[config.mk]
export PLATFORM = sky130hd
export DESIGN_NAME = gated_integrator_ctrl
export DESIGN_NICKNAME = d
export VERILOG_FILES = /design/src/rtl/gated_integrator_ctrl.sv
export SDC_FILE = /design/constraint.sdc
export NUM_CORES = 1
export LEC_CHECK = 0
export CORE_ASPECT_RATIO = 0.9
export CORE_MARGIN = 2
export CORE_UTILIZATION = 58
export DETAILED_ROUTE_END_ITERATION = 10
export GPL_TIMING_DRIVEN = 0
export PLACE_DENSITY = 0.84
export RECOVER_POWER = 25
export SETUP_SLACK_MARGIN = 0.4
export SLEW_MARGIN = 20
export SYNTH_ARGS = -nofsm -noshare
export SYNTH_HDL_FRONTEND = slang
export SYNTH_SLANG_ARGS = --single-unit
[constraint.sdc]
create_clock -name clk -period 6.8 [get_ports clk]
set_clock_uncertainty 0.05 [all_clocks]
set_input_delay 1.02 -clock clk [delete_from_list [all_inputs] [get_ports clk]]
set_output_delay 1.02 -clock clk [all_outputs]
set_load 0.005 [all_outputs]
[src/rtl/gated_integrator_ctrl.sv]
// Sequencer for one gated integrator channel: cfg check, delay-RAM zero-fill, accumulator load, per-sample addressing.
// Latency: every output is registered one cycle after the input that causes it; cfg_ready is decoded from state only.
// Backpressure: cfg_ready is low during CLEAR/LOAD so the requester holds cfg; samples that cannot be taken pulse s_drop.
module gated_integrator_ctrl #(
    parameter int P_NBITS_DATA_OUT     = 24,
    parameter int P_NBITS_DELAY_A_ADDR = 9,
    parameter int P_NBITS_DELAY_B_ADDR = 14,
    parameter int P_RD_LEAD            = 2
) (
    input  logic                            clk,
    input  logic                            rst_n,
    input  logic                            cfg_valid,
    output logic                            cfg_ready,
    input  logic [P_NBITS_DELAY_A_ADDR-1:0] cfg_len_a,
    input  logic [P_NBITS_DELAY_B_ADDR-1:0] cfg_len_b,
    input  logic [P_NBITS_DATA_OUT-1:0]     cfg_init_y,
    output logic                            cfg_err,
    input  logic                            s_valid,
    output logic                            s_drop,
    output logic                            gi_wr,
    output logic                            gi_init_wr,
    output logic [P_NBITS_DATA_OUT-1:0]     gi_init_y,
    output logic                            clr_active,
    output logic                            a_we,
    output logic                            b_we,
    output logic [P_NBITS_DELAY_A_ADDR-1:0] a_waddr,
    output logic [P_NBITS_DELAY_A_ADDR-1:0] a_raddr,
    output logic [P_NBITS_DELAY_B_ADDR-1:0] b_waddr,
    output logic [P_NBITS_DELAY_B_ADDR-1:0] b_raddr,
    output logic                            running
);
    localparam int NA   = P_NBITS_DELAY_A_ADDR;
    localparam int NB   = P_NBITS_DELAY_B_ADDR;
    localparam int NOUT = P_NBITS_DATA_OUT;

    typedef enum logic [1:0] {S_IDLE, S_CLEAR, S_LOAD, S_RUN} state_t;

    state_t            state_q, state_d;
    logic [NA-1:0]     len_a_q, len_a_d;
    logic [NB-1:0]     len_b_q, len_b_d;
    logic [NOUT-1:0]   init_y_q, init_y_d;
    logic [NB-1:0]     cnt_q, cnt_d;
    logic [NA-1:0]     wa_q, wa_d, ra_q, ra_d;
    logic [NB-1:0]     wb_q, wb_d, rb_q, rb_d;

    logic              cfg_err_q, cfg_err_d, s_drop_q, s_drop_d;
    logic              gi_wr_q, gi_wr_d, gi_init_wr_q, gi_init_wr_d;
    logic [NOUT-1:0]   gi_init_y_q, gi_init_y_d;
    logic              clr_active_q, clr_active_d, running_q, running_d;
    logic              a_we_q, a_we_d, b_we_q, b_we_d;
    logic [NA-1:0]     a_waddr_q, a_waddr_d, a_raddr_q, a_raddr_d;
    logic [NB-1:0]     b_waddr_q, b_waddr_d, b_raddr_q, b_raddr_d;

    logic              cfg_take, cfg_ok, cfg_go;

    function automatic logic [NA-1:0] wrap_a(input logic [NA-1:0] p, input logic [NA-1:0] len);
        return (p == len - 1'b1) ? '0 : p + 1'b1;
    endfunction

    function automatic logic [NB-1:0] wrap_b(input logic [NB-1:0] p, input logic [NB-1:0] len);
        return (p == len - 1'b1) ? '0 : p + 1'b1;
    endfunction

    // Handshake is state-only so the register bank sees no path from its own cfg_valid.
    assign cfg_ready = (state_q == S_IDLE) || (state_q == S_RUN);
    assign cfg_take  = cfg_valid && cfg_ready;
    assign cfg_ok    = (cfg_len_a >= NA'(P_RD_LEAD + 1)) && (cfg_len_b > NB'(cfg_len_a));
    assign cfg_go    = cfg_take && cfg_ok;

    // Next-state, config latching, pointer advance and registered-output values.
    always_comb begin
        state_d      = state_q;
        len_a_d      = len_a_q;
        len_b_d      = len_b_q;
        init_y_d     = init_y_q;
        cnt_d        = cnt_q;
        wa_d         = wa_q;
        ra_d         = ra_q;
        wb_d         = wb_q;
        rb_d         = rb_q;
        cfg_err_d    = cfg_take && !cfg_ok;
        // A valid cfg in RUN pre-empts a same-cycle sample.
        s_drop_d     = s_valid && !((state_q == S_RUN) && !cfg_go);
        gi_wr_d      = 1'b0;
        gi_init_wr_d = 1'b0;
        gi_init_y_d  = gi_init_y_q;
        clr_active_d = 1'b0;
        a_we_d       = 1'b0;
        b_we_d       = 1'b0;
        a_waddr_d    = a_waddr_q;
        a_raddr_d    = a_raddr_q;
        b_waddr_d    = b_waddr_q;
        b_raddr_d    = b_raddr_q;

        if (cfg_go) begin
            // First clear address (c=0) goes out with the CLEAR state itself; len_a >= 1 always here.
            len_a_d      = cfg_len_a;
            len_b_d      = cfg_len_b;
            init_y_d     = cfg_init_y;
            state_d      = S_CLEAR;
            cnt_d        = NB'(1);
            clr_active_d = 1'b1;
            a_we_d       = 1'b1;
            b_we_d       = 1'b1;
            a_waddr_d    = '0;
            b_waddr_d    = '0;
        end else begin
            case (state_q)
                S_CLEAR: begin
                    if (cnt_q < len_b_q) begin
                        clr_active_d = 1'b1;
                        a_we_d       = (cnt_q < NB'(len_a_q));
                        b_we_d       = 1'b1;
                        a_waddr_d    = cnt_q[NA-1:0];
                        b_waddr_d    = cnt_q;
                        cnt_d        = cnt_q + 1'b1;
                    end else begin
                        state_d      = S_LOAD;
                        gi_init_wr_d = 1'b1;
                        gi_init_y_d  = init_y_q;
                        wa_d         = '0;
                        wb_d         = '0;
                        ra_d         = NA'(P_RD_LEAD);
                        rb_d         = NB'(P_RD_LEAD);
                    end
                end
                S_LOAD: state_d = S_RUN;
                S_RUN: begin
                    if (s_valid) begin
                        gi_wr_d   = 1'b1;
                        a_we_d    = 1'b1;
                        b_we_d    = 1'b1;
                        a_waddr_d = wa_q;
                        a_raddr_d = ra_q;
                        b_waddr_d = wb_q;
                        b_raddr_d = rb_q;
                        wa_d      = wrap_a(wa_q, len_a_q);
                        ra_d      = wrap_a(ra_q, len_a_q);
                        wb_d      = wrap_b(wb_q, len_b_q);
                        rb_d      = wrap_b(rb_q, len_b_q);
                    end
                end
                default: ;
            endcase
        end
        running_d = (state_d == S_RUN);
    end

    // State, config and output registers with synchronous active-low reset.
    always_ff @(posedge clk) begin
        if (!rst_n) begin
            state_q      <= S_IDLE;
            len_a_q      <= '0;
            len_b_q      <= '0;
            init_y_q     <= '0;
            cnt_q        <= '0;
            wa_q         <= '0;
            ra_q         <= '0;
            wb_q         <= '0;
            rb_q         <= '0;
            cfg_err_q    <= 1'b0;
            s_drop_q     <= 1'b0;
            gi_wr_q      <= 1'b0;
            gi_init_wr_q <= 1'b0;
            gi_init_y_q  <= '0;
            clr_active_q <= 1'b0;
            running_q    <= 1'b0;
            a_we_q       <= 1'b0;
            b_we_q       <= 1'b0;
            a_waddr_q    <= '0;
            a_raddr_q    <= '0;
            b_waddr_q    <= '0;
            b_raddr_q    <= '0;
        end else begin
            state_q      <= state_d;
            len_a_q      <= len_a_d;
            len_b_q      <= len_b_d;
            init_y_q     <= init_y_d;
            cnt_q        <= cnt_d;
            wa_q         <= wa_d;
            ra_q         <= ra_d;
            wb_q         <= wb_d;
            rb_q         <= rb_d;
            cfg_err_q    <= cfg_err_d;
            s_drop_q     <= s_drop_d;
            gi_wr_q      <= gi_wr_d;
            gi_init_wr_q <= gi_init_wr_d;
            gi_init_y_q  <= gi_init_y_d;
            clr_active_q <= clr_active_d;
            running_q    <= running_d;
            a_we_q       <= a_we_d;
            b_we_q       <= b_we_d;
            a_waddr_q    <= a_waddr_d;
            a_raddr_q    <= a_raddr_d;
            b_waddr_q    <= b_waddr_d;
            b_raddr_q    <= b_raddr_d;
        end
    end

    assign cfg_err    = cfg_err_q;
    assign s_drop     = s_drop_q;
    assign gi_wr      = gi_wr_q;
    assign gi_init_wr = gi_init_wr_q;
    assign gi_init_y  = gi_init_y_q;
    assign clr_active = clr_active_q;
    assign running    = running_q;
    assign a_we       = a_we_q;
    assign b_we       = b_we_q;
    assign a_waddr    = a_waddr_q;
    assign a_raddr    = a_raddr_q;
    assign b_waddr    = b_waddr_q;
    assign b_raddr    = b_raddr_q;
endmodule

==> impl_results.md <==
* Status: complete, no violations
* Vias in the first global route at 8235
* Post-Syn Instances at 1106
* Antenna-violating nets left at 0
* Die H at 126 um
* CTS root buffer: clkbuf_16
* Initial DRC Count at 749
* Worst path top cell family by delay: buffers and inverters
* Final WS setup at 2.88 ns
* CTS tree: built
* Final period util at 57.6%
* Post-synth EDFFs at 0
* Type of the worst setup path: input pin to flip-flop
* N_diodes at 0
* Req. time, crit path at 7.08 ns
* Leakage power at 4.83 nW
* Clk Latency, worst-skew pair at 0.44 ns
* Clk sinks at 187
* Area of the multi-input gates at 5360 um2
* Final nets at 1345
* GRT overflow at 0
* Ys flop type: dfxtp_1
* Seq/Total Area, Yosys at 38.9%
* DP Wirelength at 19700 um
* Commonest non-fill, non-tap cell in the layout: dfxtp_1
* Synthesis warning total at 0
* CTS Hold Bufs at 0
* # setup viols final at 0
* Fin crit period at 3.92 ns
* Antenna violations before repair at 0
* H-tree depth at 4
* Buf+Inv Stages, Crit Path at 5
* Remaining DRCs at 0
* Worst slew pin tran at 0.942 ns
* Most frequent cells in the layout: dfxtp_1, nor2_1, mux2i_1
* Max-cap violation count at 0
* Most Crowded Layer GR: met2
* Cell Area, Synth at 9620 um2
* RSZ-0062 raised after global routing: no
* CTS clk-pin slew, worst paths at 0.07 ns
* CP max stage cell: clkdlybuf4s50_1
* Worst ir drop on vdd at 0.202 mV
* Final Hold Vio Count at 0
* Cell Chain, Critical Path: clkdlybuf4s50_1 -> inv_1 -> ha_1 -> and4_1 -> nand4_1 -> o2111a_1 -> o21a_1 -> buf_6 -> nor3_1 -> buf_2 -> buf_2 -> nand4_1 -> xnor2_1 -> nor2_1
* CP startpoint kind: input pin
* Arr. time, crit path at 4.20 ns
* Post-DR wirelength/cell at 18.0 um
* Fraction of final layout cells with drive strength greater than 1 at 8.14%
* Post-CTS Setup Repair Bufs at 0
* Starting Density at 59.4%
* Seq. cell area at 3740 um2
* Via-to-Cell Ratio at 5.92
* Syn Area/Cell at 8.70 um2
* Worst slew margin at 36.7%
* GRT Resource Usage Total at 29.8%
* Met1 GRT Util at 38.4%
* Final Max Slew Viols at 0
* GP Congestion at 0.937
* First-pass GRT wire length at 42200 um
* Syn_nets at 1197
* Crit end category: flip-flop
* I/O Buffers at 129
* GR Util met2 at 47.0%
* Flops & latches, synth at 187
* Vias at 8720
* I/O pin total at 130
* Post_cts resized at 0
* HP Class: flip-flop to flip-flop
* CTS buffer count at 17
* Async SR Flop Fraction at 0%
* WL final at 26500 um
* Die width at 140 um
* Met3 Use GR at 9.05%
* Core Area at 16200 um2
* Clock Tree Buf Depth at 2
* CP peak stage delay at 0.55 ns
* PD cells at 228 nW/um2
* Synth cell types at 70
* Drt first pass iters at 6
* Fill cells at 1246
* DIE AREA at 17600 um2
* Largest net degree at the start of global routing at 19
* Crit path max fanout at 10
* Num rows at 44
* Fmax at 255 MHz
* Post-Route Setup TNS at 0 ns
* Dpl ws at 2.52 ns
* Synthesis-to-layout area growth at 22.0%
layer usage:
metal / up-vias / part of all wire, %
met2: 422 / 45
met4: 0 / 3.0
met5: - / 0
met3: 59 / 9.8
li1: 4127 / -
met1: 4112 / 42
worst paths after layout:
| kind | start | endpoint | slack (ns) | cells past startpoint |
|---|---|---|---|---|
| setup / recovery | cfg_len_a[5] | wb_q[13] | 2.88 | 14 |
| hold / removal | b_raddr[11] | b_raddr[11] | 0.44 | 2 |
| setup reg to reg | len_b_q[9] | wb_q[13] | 3.20 | 12 |
| hold reg to reg | b_raddr[11] | b_raddr[11] | 0.44 | 2 |
power breakdown:
part	switching [mW]	total [mW]	leakage (nW)	internal (mW)
combinational	0.300	0.527	3.04	0.227
sequential	0.0425	1.18	1.52	1.14
clock	0.475	0.967	0.274	0.492
total	0.817	2.68	4.83	1.86
cell families after synthesis:
family / Yosys count / synth area share [%]
fa+ha+maj: 41 / 5.31
xor+xnor: 92 / 8.66
buf+inv: 112 / 5.33
mux: 82 / 8.57
flops: 187 / 38.9
simple gates: 414 / 21.3
compound gates: 178 / 12.0
per-stage QoR:
| stage | hold WS (ns) | instances | power (mW) | instance area (um2) | util (%) |
|---|---|---|---|---|---|
| after floorplan | 0.410 | 1106 | 1.55 | 9620 | - |
| after global placement | 0.419 | 1442 | 1.71 | 11200 | 69.0 |
| after detailed placement | 0.427 | 1442 | 1.73 | 11200 | 69.0 |
| after CTS | 0.448 | 1473 | 2.68 | 11700 | 72.5 |
| after global routing | 0.469 | 1473 | 2.78 | 11700 | 72.5 |
| final | 0.439 | 1473 | 2.68 | 11700 | 72.5 |
final cells by class:
type / instances / share of cell area (%)
flip-flops and latches: 187 / 31.9
repair buffers: 129 / 11.0
inverters: 43 / 1.38
plain buffers: 69 / 3.00
multi-input cells: 807 / 45.7
clock buffers: 18 / 3.74
clock inverters: 13 / 1.09
well taps: 207 / 2.21
registers in the layout, summed over array words and instances, names as in the netlist, 14 cells and up:
| signal | cells |
|---|---|
| gi_init_y | 24 |
| init_y_q | 24 |
| b_raddr | 14 |
| b_waddr | 14 |
| cnt_q | 14 |
| len_b_q | 14 |
| rb_q | 14 |
| wb_q | 14 |
synth_stat cells, types with 23 or more instances:
master    instances  area [um2]
clkbuf_1         42         158
nand3_1          32         160
dfxtp_1         187        3740
inv_1            43         161
nor2_2           24         150
nand2_1          63         236
a21oi_1          68         340
a211oi_1         25         188
mux2i_1          79         791
xnor2_1          39         342
xor2_1           51         447
nand4_1          29         181
ha_1             40         500
nor2_1          167         627
o21ai_0          23         115
tightest hold or removal path: cells and delay by family, from the launching register on:
kind | cells | cell delay, ns
flip-flops | 1 | 0.32
multiplexers | 1 | 0.06
AND/OR/NAND/NOR | 1 | 0.07
Power figures use the tool's default switching activity.
